$ cat config.mk
export PLATFORM = sky130hd
export DESIGN_NAME = secded_search_decoder
export DESIGN_NICKNAME = d
export VERILOG_FILES = /design/src/rtl/secded_search_decoder.sv
export SDC_FILE = /design/constraint.sdc
export NUM_CORES = 1
export LEC_CHECK = 0
export ABC_AREA = 1
export CAP_MARGIN = 20
export CORE_UTILIZATION = 53
export DETAILED_ROUTE_END_ITERATION = 10
export PLACE_DENSITY = 0.87
export SYNTH_ARGS = -nofsm -noshare
export SYNTH_HDL_FRONTEND = slang
export SYNTH_SLANG_ARGS = --single-unit
$ cat constraint.sdc
create_clock -name clk -period 4.4 [get_ports clk]
set_input_delay 1.32 -clock clk [delete_from_list [all_inputs] [get_ports clk]]
set_output_delay 1.32 -clock clk [all_outputs]
set_load 0.02 [all_outputs]
$ cat src/rtl/secded_search_decoder.sv
// SECDED Hamming decoder that locates a single-bit error by a cycle-per-position search.
// Optional macro SECDED_ERR_CNT_EN adds saturating corrected/uncorrectable error counters.
module secded_search_decoder #(
  parameter int DATA_W = 28,
  parameter int PAR_W  = 6
) (
  input  logic                     clk,
  input  logic                     rst,
  input  logic                     in_valid,
  output logic                     in_ready,
  input  logic [DATA_W+PAR_W:0]    W,
  output logic                     found,
  input  logic                     out_ready,
  output logic [DATA_W-1:0]        N,
  output logic                     err_corr,
  output logic                     err_unc,
  output logic [PAR_W-1:0]         err_pos,
  output logic [15:0]              corr_cnt,
  output logic [15:0]              unc_cnt,
  output logic [1:0]               dbg_state_o
);

  localparam int CW = DATA_W + PAR_W + 1;
  localparam logic [PAR_W-1:0] MAX_POS = PAR_W'(CW - 1);

  // Handshakes: a word moves on in_valid && in_ready; a result moves on found && out_ready.
  typedef enum logic [1:0] {IDLE = 2'd0, SYND = 2'd1, SEARCH = 2'd2, DONE = 2'd3} state_t;

  state_t              state_q, state_d;
  logic [CW-1:0]       w_q, w_d;
  logic [PAR_W-1:0]    syn_q, syn_d;
  logic [PAR_W-1:0]    cnt_q, cnt_d;
  logic [DATA_W-1:0]   n_q, n_d;
  logic                corr_q, corr_d;
  logic                unc_q, unc_d;
  logic [PAR_W-1:0]    pos_q, pos_d;

  logic [PAR_W-1:0]    syn_c;
  logic                par_c;
  logic [CW-1:0]       flip_mask;
  logic [CW-1:0]       fixed_w;
  logic [DATA_W-1:0]   n_ext;

  // Data bits sit at the non-power-of-two positions, lowest position first.
  function automatic logic [DATA_W-1:0] extract(input logic [CW-1:0] cw);
    int k;
    extract = '0;
    k = 0;
    for (int p = 1; p < CW; p++) begin
      if ((p & (p - 1)) != 0) begin
        if (k < DATA_W) extract[k] = cw[p];
        k++;
      end
    end
  endfunction

  always_comb begin
    syn_c = '0;
    for (int p = 1; p < CW; p++) begin
      if (w_q[p]) syn_c = syn_c ^ PAR_W'(p);
    end
    par_c = ^w_q;
  end

  assign flip_mask = CW'(1) << syn_q;
  assign fixed_w   = (state_q == SEARCH) ? (w_q ^ flip_mask) : w_q;
  assign n_ext     = extract(fixed_w);

  always_ff @(posedge clk or posedge rst) begin
    if (rst) begin
      state_q <= IDLE;
      w_q     <= '0;
      syn_q   <= '0;
      cnt_q   <= '0;
      n_q     <= '0;
      corr_q  <= 1'b0;
      unc_q   <= 1'b0;
      pos_q   <= '0;
    end else begin
      state_q <= state_d;
      w_q     <= w_d;
      syn_q   <= syn_d;
      cnt_q   <= cnt_d;
      n_q     <= n_d;
      corr_q  <= corr_d;
      unc_q   <= unc_d;
      pos_q   <= pos_d;
    end
  end

  always_comb begin
    state_d = state_q;
    w_d     = w_q;
    syn_d   = syn_q;
    cnt_d   = cnt_q;
    n_d     = n_q;
    corr_d  = corr_q;
    unc_d   = unc_q;
    pos_d   = pos_q;
    case (state_q)
      IDLE: begin
        if (in_valid) begin
          w_d     = W;
          cnt_d   = '0;
          corr_d  = 1'b0;
          unc_d   = 1'b0;
          pos_d   = '0;
          state_d = SYND;
        end
      end
      SYND: begin
        syn_d = syn_c;
        n_d   = n_ext;
        if (syn_c == '0) begin
          // Zero syndrome with odd parity means only the overall parity bit flipped.
          corr_d  = par_c;
          state_d = DONE;
        end else if (!par_c || (syn_c > MAX_POS)) begin
          unc_d   = 1'b1;
          state_d = DONE;
        end else begin
          cnt_d   = PAR_W'(1);
          state_d = SEARCH;
        end
      end
      SEARCH: begin
        if (cnt_q == syn_q) begin
          w_d     = fixed_w;
          n_d     = n_ext;
          corr_d  = 1'b1;
          pos_d   = syn_q;
          state_d = DONE;
        end else begin
          cnt_d = cnt_q + PAR_W'(1);
        end
      end
      DONE: begin
        if (out_ready) state_d = IDLE;
      end
      default: state_d = IDLE;
    endcase
  end

  assign in_ready    = (state_q == IDLE);
  assign found       = (state_q == DONE);
  assign N           = n_q;
  assign err_corr    = corr_q;
  assign err_unc     = unc_q;
  assign err_pos     = pos_q;
  assign dbg_state_o = state_q;

`ifdef SECDED_ERR_CNT_EN
  logic [15:0] corr_cnt_q, corr_cnt_d;
  logic [15:0] unc_cnt_q, unc_cnt_d;
  logic        result_hs;

  assign result_hs = (state_q == DONE) && out_ready;

  always_comb begin
    corr_cnt_d = corr_cnt_q;
    unc_cnt_d  = unc_cnt_q;
    if (result_hs && corr_q && (corr_cnt_q != 16'hFFFF)) corr_cnt_d = corr_cnt_q + 16'd1;
    if (result_hs && unc_q && (unc_cnt_q != 16'hFFFF))   unc_cnt_d  = unc_cnt_q + 16'd1;
  end

  always_ff @(posedge clk or posedge rst) begin
    if (rst) begin
      corr_cnt_q <= '0;
      unc_cnt_q  <= '0;
    end else begin
      corr_cnt_q <= corr_cnt_d;
      unc_cnt_q  <= unc_cnt_d;
    end
  end

  assign corr_cnt = corr_cnt_q;
  assign unc_cnt  = unc_cnt_q;
`else
  assign corr_cnt = 16'd0;
  assign unc_cnt  = 16'd0;
`endif

endmodule

Word level (Yosys, flattened, before mapping):

Index checks and enable logic that the tools add are counted.

* add/sub/neg operators: 1
* order comparisons: 1
* equality and inequality tests: 12
* shifts and indexed selects: 1
* muxes and demuxes: 60
* bitwise logic cells: 34
* reductions and logical operators: 15

Operators by type and width (count)
* $mux W35: 3
* $mux W5: 16
* $pmux W35 S2: 1
* $pmux W28 S2: 1
* $mux W6: 8
* $reduce_xor A35 Y1: 1
* $shl A1 B6 Y35 const A: 1
* $xor A35 B35 Y35: 1
* $mux W4: 8
* $not A3 Y3: 10
* $mux W28: 1
* $not A2 Y2: 12
* $not A4 Y4: 5
* $pmux W6 S3: 1
* $mux W2: 6
* $mux W3: 4
* $ne A2 B2 Y1 const B: 6
* $pmux W6 S2: 1
* $pmux W2 S4: 1
* $reduce_and A4 Y1: 2
* $mux W1: 7
* $add A6 B1 Y6 const B: 1
* $eq A6 B6 Y1: 1
* $gt A6 B6 Y1 const B: 1
* other kinds (16): 25

* register bits after elaboration: 85
* input port bits: 39
* output and inout bits: 72
* logic and storage cells: 132

Depth between registers and ports, before layout:

* depth after elaboration: 67
* gate-level depth with buffers: 20
* mapped depth without buffers: 20

Worst setup path before layout:

OpenSTA, ideal clock, no wires.

* path type: input to register
* from: input port in_valid
* to: register w_q[0]
* data arrival time: 2.202 ns
* path slack: 2.068 ns
* stages: 10
* cells stage by stage: nor2_1 inv_1 nand2_1 inv_1 nand2_1 buf_2 inv_2 buf_2 o211ai_1 o21ai_0

* longest elaborated chain between the ends: 2

RTL lines
* from (decl): RTL line 9 `input logic in_valid,`
* $ne A2 B2 Y1 (no source line)
* $reduce_and A3 Y1 (no source line)
* to (signal assigned): RTL line 81 `w_q <= w_d;`
* to (decl): RTL line 30 `logic [CW-1:0] w_q, w_d;`

No other way between the ends.
A chain may end at the register's enable or synchronous reset.

Final worst setup path:

* from: register state_q[0] (netlist: dbg_state_o[0])
* to: register w_q[26]

* longest elaborated chain between the ends: 4
* elaborated cells on any way between the ends: 9
* those cells by class: 3 x eq/ne; 3 x mux; 3 x reduce/logical

RTL lines
* from (decl): RTL line 29 `state_t state_q, state_d;`
* from (signal assigned): RTL line 80 `state_q <= state_d;`
* $eq A2 B2 Y1: RTL line 66, 100
* $mux W35: RTL line 66 `assign fixed_w = (state_q == SEARCH) ? (w_q ^ flip_mask) : w_q;`
* $mux W35: RTL line 127 `if (cnt_q == syn_q) begin`
* $pmux W35 S2: RTL line 100 `case (state_q)`

Several ways; a longest one is shown, not always the timed one. The select of a mux whose other input is x is not followed.

==> flow_summary.toml <==
[outcome]
status = "finished clean"

[place]
post_dp_cell_area_um2 = 6570
port_buffers = 78
dp.cells = 977
dp_hpwl_um = 10300
place_congestion = 0.919

[timing]
fmax_ghz = 0.328
worstMarginPinSlew_ps = 771
post-route-period-util = 0.694
finalCriticalPeriod_ps = 3050
setup_tns_ps = 0
setup_viol = 0
slew_viol_final = 0
max_slew_margin = 0.485
grt_setup_unrepaired = "no"
fin_worst_skew_ps = 7.87
hold_viol = 0

[cts]
cts_hold_buf = 0
root_buffer = "clkbuf_8"
cts_buffers = 9
clkTransAtPathRegs_ps = 90
cts_resized = 0
cts_tree = "yes"
clkLatencyLatePin_ps = 370
post_cts_buffers = 0
cts_num_sinks = 85
h-tree-depth = 3
cts_buffer_depth = 2

[global_routing]
use_met3 = 0.0412
grt_usage = 0.264
gr-usage-met2 = 0.407
grt_pass1_vias = 4849
grt_overflow = 0
grt_use_met1 = 0.359
busiest_layer = "met2"
antenna_found_initial = 0
grt_first_pass_wirelength_um = 23500
grt_max_degree = 48

[drt]
first_iter_violations = 425
drcViolationCount = 0
ant_nets = 0
dr.pass1.iters = 5
dr_total_vias = 5181
wire_per_inst_um = 14.3
drt_wl_total_um = 14200
viasPerCell = 5.21

[final_layout]
syn_to_final_growth_pct = 16.1
fin_cells = 994
fillers = 929
diodes = 0
final_nets = 893
drive_gt1_frac = 0.0902
design_area_um2 = 6830

[floorplanning]
coreArea_um2 = 10800
die_x_um = 107
die-area_um2 = 11500
fp-row-count = 38
io_pins = 111
start_util = 0.542
die_height_um = 107

[synth]
seq_area_frac_synth = 0.362
synth_flop_cell = "dfrtp_1"
yosysMostFrequentCell = "nand2_1"
yosysTopAreaCell = "dfrtp_1"
syn-instance-count = 792
synth_warnings = 0
netlist_area_um2 = 5880
synth.top_cells.by_area = "dfrtp_1 (36%), nand2_1 (16%), xor2_1 (7.7%), buf_4 (5.0%), o21ai_0 (4.6%)"
async_reset_ff_frac = 1.00
ys_types = 35
synth_commonest_cells = "nand2_1 (251), dfrtp_1 (85), inv_1 (56)"
ys_ff_latch = 85
synth_edf_count = 0
synth.avg_cell_area_um2 = 7.42
synth_top_area_share = 0.362

[worst_setup_path]
crit_required_ps = 4650
crit_type = "flop to flop"
cp_max_fo = 47
worst_setup_path_start_kind = "flop"
arrival_ps = 3300
cp-end-kind = "flop"

[hold_path]
hold_class = "flop to flop"

[job]
drv_cap = 0
## worst max-delay path: stages, from the launching register on
cell,delay (ps)
dfrtp_1,440
inv_1,100
ha_1,140
buf_4,410
inv_2,390
nor3_2,460
inv_1,310
nor2_1,180
xor2_1,210
nand2_1,80
o211ai_1,100
o21ai_0,100
## registers in the layout, indices dropped and copies added (netlist names)
register,flops
err_pos,6
syn_q,6
err_unc,1
cnt_q,6
dbg_state_o,2
w_q,35
N,28
err_corr,1
## area by class of cell
cell class	instances	area, µm²	share of cell area
clock buffer	11	141	0.0207
clock inverter	5	82.6	0.0121
inverter	71	268	0.0392
multi-input combinational	599	3180	0.466
sequential	85	2130	0.312
tap	140	175	0.0257
timing repair buffer	83	851	0.125
## through the flow
step / utilization / hold slack [ps] / worst slack (ps)
floorplan: - / 484 / 887
global placement: 0.606 / 490 / 1180
global route: 0.630 / 539 / 1070
detailed placement: 0.606 / 479 / 1090
finish: 0.630 / 502 / 1350
CTS: 0.627 / 514 / 1370
## logic make-up (layout without fill, tap and decap cells)
family                   count (synthesis)  after routing  share of synthesized area
buffers and inverters                  139            170                      0.119
other                                    1             32                   0.000638
adder cells (fa/ha/maj)                  5              5                     0.0106
AO/OA/AOI/OAI                           91             91                     0.0834
XOR/XNOR                                73             73                      0.109
flip-flops                              85             85                      0.362
multiplexers                            26             26                     0.0477
AND/OR/NAND/NOR                        372            372                      0.268
## metal layers
layer  part of all wire  up-vias
met2               0.45      220
met3              0.076       35
li1                   -     2540
met5                  0        -
met1               0.44     2386
met4              0.036        0
## final timing paths
check	start	to	slack, ps	depth (start not counted)
setup / recovery	dbg_state_o[0]$_DFFE_PP0P_	w_q[26]$_DFFE_PP0P_	1350	11
hold / removal	err_unc$_DFFE_PP0P_	err_unc$_DFFE_PP0P_	500	2
setup reg to reg	dbg_state_o[0]$_DFFE_PP0P_	w_q[26]$_DFFE_PP0P_	1350	11
hold reg to reg	err_unc$_DFFE_PP0P_	err_unc$_DFFE_PP0P_	500	2
max in group asynchronous	rst	w_q[33]$_DFFE_PP0P_	2260	3
min in group asynchronous	rst	N[1]$_DFFE_PP0P_	1380	2
## cell usage in the layout (no fill, tap or decap), drive strengths merged, types with 6 or more instances in the layout
cell type,Yosys,layout
nand3,29,29
nor3,6,6
nand2,268,268
o21ai,57,57
xnor2,21,21
xor2,52,52
mux2,16,16
mux2i,10,10
conb,1,32
o211ai,9,9
a21oi,17,17
clkbuf,12,11
dfrtp,85,85
nand4,6,6
clkdlybuf4s50,0,78
nor4,6,6
nor2,56,56
inv,71,71
Power is not shown: default switching activity piles up to over one toggle a cycle in this logic, so the estimate is an artifact.
==> patch 1 (same flow settings) <==
Register the output `err_corr` once more, without a reset; this adds one clock of latency there. The other outputs are not delayed to match.
--- a/src/rtl/secded_search_decoder.sv
+++ b/src/rtl/secded_search_decoder.sv
@@ -144,7 +144,9 @@
   assign in_ready    = (state_q == IDLE);
   assign found       = (state_q == DONE);
   assign N           = n_q;
-  assign err_corr    = corr_q;
+  always_ff @(posedge clk) begin
+    err_corr <= corr_q;
+  end
   assign err_unc     = unc_q;
   assign err_pos     = pos_q;
   assign dbg_state_o = state_q;
Function: changed (Yosys sat finds a counterexample within 4 cycles, from zero or initial values and one cycle with rst high).
==> patch 1 against the original RTL <==
  * First-iteration DRC count fell by 6.8%
  * Final cell count rose by 5.4%
  * Cell area barely moved
  * Core utilization barely moved
  * Global-route usage rose by 0.25 points
  * Via count rose by 4.5%
  * Clock skew rose by 10 ps
  * Fmax fell by 2.6%
  * Wire length rose by 2.3%
  * Synthesized area rose by 0.43%
  * Worst setup slack got worse by 83 ps
  * Sequential cell count rose by 1
  * Largest cell class unchanged
Power is left out: the tool's default activity adds up to more than one toggle a clock period on the data nets, which glitch-free logic cannot reach.
==> patch 1: results (changes against the original RTL) <==
STA
  • Hold slack: 385.5 ps (-116.9 ps)
  • Final worst slack: 1266 ps (-82.56 ps)
  • Clock Skews: 18.06 ps (+10.19 ps)
  • Slew margin rel.: 0.5026 (+0.01732)

Synthesis
  • Largest cells by area after synthesis: dfrtp_1, nand2_1, xor2_1, o21ai_0, buf_4
  • Xor/xnor cell area share of the yosys netlist: 0.09496 (-0.01381)
  • Post-Syn Instances: 845 (+6.7%)
  • Mux contribution to synthesized area: 0.02374 (-0.02394)
  • Cell variety after synth: 38 (+8.6%)
  • Post-synth top cells: nand2_1, dfrtp_1, o21ai_0, inv_1, xor2_1
  • Post-synthesis adder-cell area fraction: 0.01060 (-0.00004512)

GRT
  • Vias in the first global route: 5041 (+4.0%)
  • First-pass GRT wire length: 23.73 mm (+0.76%)

Setup path
  • Worst reg2reg endpoint: w_q[17]
  • Worst EP arrival: 1810 ps (-1490 ps)
  • R2r setup slk: 1580 ps (+230 ps)
  • Worst Setup SP: dbg_state_o[1]
  • CP max FO: 4 (-91%)

Place
  • Gpl congestion: 0.9799 (+6.6%)
  • Dpl ws: 1389 ps (+297.4 ps)
  • DPL Wire Length: 10.94 mm (+6.7%)
  • Area after DPL: 6626 um2 (+0.80%)
  • Inst Count DP: 1033 (+5.7%)

Worst hold path
  • Worst hold endpoint: err_corr
  • Hold Path Depth: 0 (-2)
  • Hold_sp: corr_q

Cells and area
  • Total of fill cells in the finished design: 949 (+2.2%)
  • Nets: 948 (+6.2%)
  • Share of cells above drive strength 1: 0.05396 (-0.03620)

Status
  • Status: complete, no violations

Route
  • Routed WL: 14.49 mm (+2.3%)
  • Vias per inst: 5.164 (-0.92%)
  • DR vias: 5412 (+4.5%)

Clocking
  • H-tree Lvls: 3 (unchanged)
[patch 1: changes by cell type after synthesis, moves of 7 or more]
cell     before  now
nand2_1     251  332
mux2_2       16    0
inv_1        56   64
a21oi_1      17    6
nor2_1       52   45
inv_2        15    7
o21ai_0      54   65
[patch 1: cell type report]
class | instances | area [um2] | area share
Timing Repair Buffer | 82 | 823.3 | 0.1206
Multi-Input combinational cell | 654 | 3213 | 0.4708
Inverter | 71 | 267.8 | 0.03924
Sequential cell | 86 | 2147 | 0.3146
Tap cell | 140 | 175.2 | 0.02567
Clock inverter | 5 | 60.06 | 0.008801
Clock buffer | 10 | 137.6 | 0.02017
[patch 1: metal layers]
metal,wire length (um),track usage
met1,6401,0.3635
met2,6702,0.4272
met3,1060,0.03511
met4,330,0.1076
met5,0,0
[patch 1: worst max-delay path, stage by stage (launching register included)]
cell	delay, ps
dfrtp_1	430
inv_1	150
ha_1	250
clkdlybuf4s50_1	620
==> patch 2 (config.mk and constraints unchanged) <==
Without the edit above. Set the parameter `PAR_W` to 12 (it was 6).
--- a/src/rtl/secded_search_decoder.sv
+++ b/src/rtl/secded_search_decoder.sv
@@ -2,7 +2,7 @@
 // Optional macro SECDED_ERR_CNT_EN adds saturating corrected/uncorrectable error counters.
 module secded_search_decoder #(
   parameter int DATA_W = 28,
-  parameter int PAR_W  = 6
+  parameter int PAR_W  = 12
 ) (
   input  logic                     clk,
   input  logic                     rst,
Ports: changed (resized W and err_pos); port bits go from 111 to 123. The function was not compared with the original's and may differ.
==> patch 2 against the original RTL <==
  * Synthesized cell count is 28% higher
  * Cell area up 19%
  * Core utilization grew 0.50 points
  * Synthesized area up 20%
  * Worst setup slack worse by 120 ps
  * Wire length up 28%
  * Critical path depth stayed put
  * Final cell count up 26%
  * Sequential cell count rose by 12
  * Critical path type unchanged
  * Highest routed layer unchanged
Power is left out: the tool's default activity adds up to more than one toggle a clock period on the data nets, which glitch-free logic cannot reach.
==> patch 2: results (changes against the original RTL) <==
Cells and area
  • Non-clk buf share: 0.1142 (-0.01044)
  • Non-Clock Buffer Count: 92 (+11%)
  • Post-layout instance area: 8107 um2 (+19%)
  • Footprint of the multi-input gates: 3890 um2 (+22%)
  • Signal inverters: 95 (+34%)
  • Fin cells: 1249 (+26%)
  • Nets: 1122 (+26%)
  • Comb_multi_in: 777 (+30%)
  • Utilization after layout: 0.6346 (+0.005019)
  • Share of cells above drive strength 1: 0.09285 (+0.002687)
  • Largest reg by FF count: w_q
  • N_diodes: 0 (unchanged)
  • Register share of the cell area: 0.2994 (-0.01221)
  • Clock-cell share of area: 0.03565 (+0.002840)
  • Total of fill cells in the finished design: 1105 (+19%)
  • CLK BUF: 11 (unchanged)
  • Max reg flops: 41 (+17%)

Setup path
  • CP Launch Type: flop
  • CP peak stage delay: 480 ps (+20 ps)
  • CP max FO: 40 (-15%)
  • Crit path to: w_q[34]
  • Worst EP arrival: 3440 ps (+140 ps)
  • CP max-delay cell: dfrtp_1
  • R2r startpoint: syn_q[3]

GRT
  • Vias in the first global route: 5958 (+23%)
  • Antenna violations before repair: 0 (unchanged)
  • Largest net degree at the start of global routing: 60 (+25%)
  • GRT Overall Usage: 0.2827 (+0.01897)
  • First-pass GRT wire length: 29.45 mm (+25%)

Clocking
  • Clock Tree Buf Depth: 2 (unchanged)
  • Clk slew on worst S/H paths: 70 ps (-20 ps)
  • CTS Sinks: 97 (+14%)
  • Clk root buf: clkbuf_16
  • TritonCTS Buffers: 9 (unchanged)

Place
  • Dpl ws: 985.7 ps (-106.0 ps)
  • DPL Wire Length: 13.29 mm (+30%)
  • Area after DPL: 7818 um2 (+19%)
  • IO Port Bufs: 84 (+7.7%)
  • Gpl congestion: 0.9423 (+2.5%)

STA
  • Final worst slack: 1224 ps (-124.1 ps)
  • Clock Skews: 8.644 ps (+0.7739 ps)
  • Hold slack: 497.4 ps (-5.021 ps)
  • Worst Tran Pin Value: 1066 ps (+294.7 ps)

Synthesis
  • Post-synth top cells: nand2_1, dfrtp_1, nor2_1, inv_1, nand3_1
  • Ys async rst share: 1.000 (unchanged)
  • Post-synthesis sequential area ratio: 0.3453 (-0.01660)
  • Cell variety after synth: 41 (+17%)
  • Largest cells by area after synthesis: dfrtp_1, nand2_1, nor2_1, xor2_1, buf_4
  • Post-Syn Instances: 1014 (+28%)
  • Yosys Warn Count: 0 (unchanged)

Route
  • Number of DRC markers in iteration 0: 490 (+15%)
  • Routed WL: 18.21 mm (+28%)
  • First-pass DRT Iterations: 6 (+1)
  • DR vias: 6653 (+28%)

Worst hold path
  • Worst hold endpoint: err_corr
  • Hold Path Class: reg2reg
  • Hold_sp: err_corr
  • Hold Path Depth: 2 (unchanged)

Status
  • Status: complete, no violations
==> patch 2: cell types whose count changed after synthesis, moves of 13 or more <==
cell	change
nand2_1	+96
nor2_1	+36
nand3_1	+32
a31oi_1	+27
o21ai_0	-21
xor2_1	-15
inv_1	+13
==> patch 2: worst max-delay path, delay by kind of cell (launching register included) <==
family	cells	cell delay, ps
compound gates	3	490
simple gates	4	790
buf+inv	4	1280
flops	1	480
==> patch 2: kinds of logic after synthesis <==
logic type,count (synthesis),share of synthesized area
and+or+nand+nor,561,0.3372
DFF,97,0.3453
other,1,0.0005334
xor gates and xnor gates,51,0.06567
muxes,18,0.02883
AOI/OAI and AO/OA,104,0.09041
buffers and inverters,177,0.1232
adders and majority gates,5,0.008898
==> patch 2: metal layers <==
layer  GRT usage  vias up  part of all wire
li1            -     3284                 -
met1      0.3659     3088              0.44
met2      0.4541      243              0.46
met3     0.06952       38             0.069
met4      0.1139        0             0.031
met5           0        -                 0
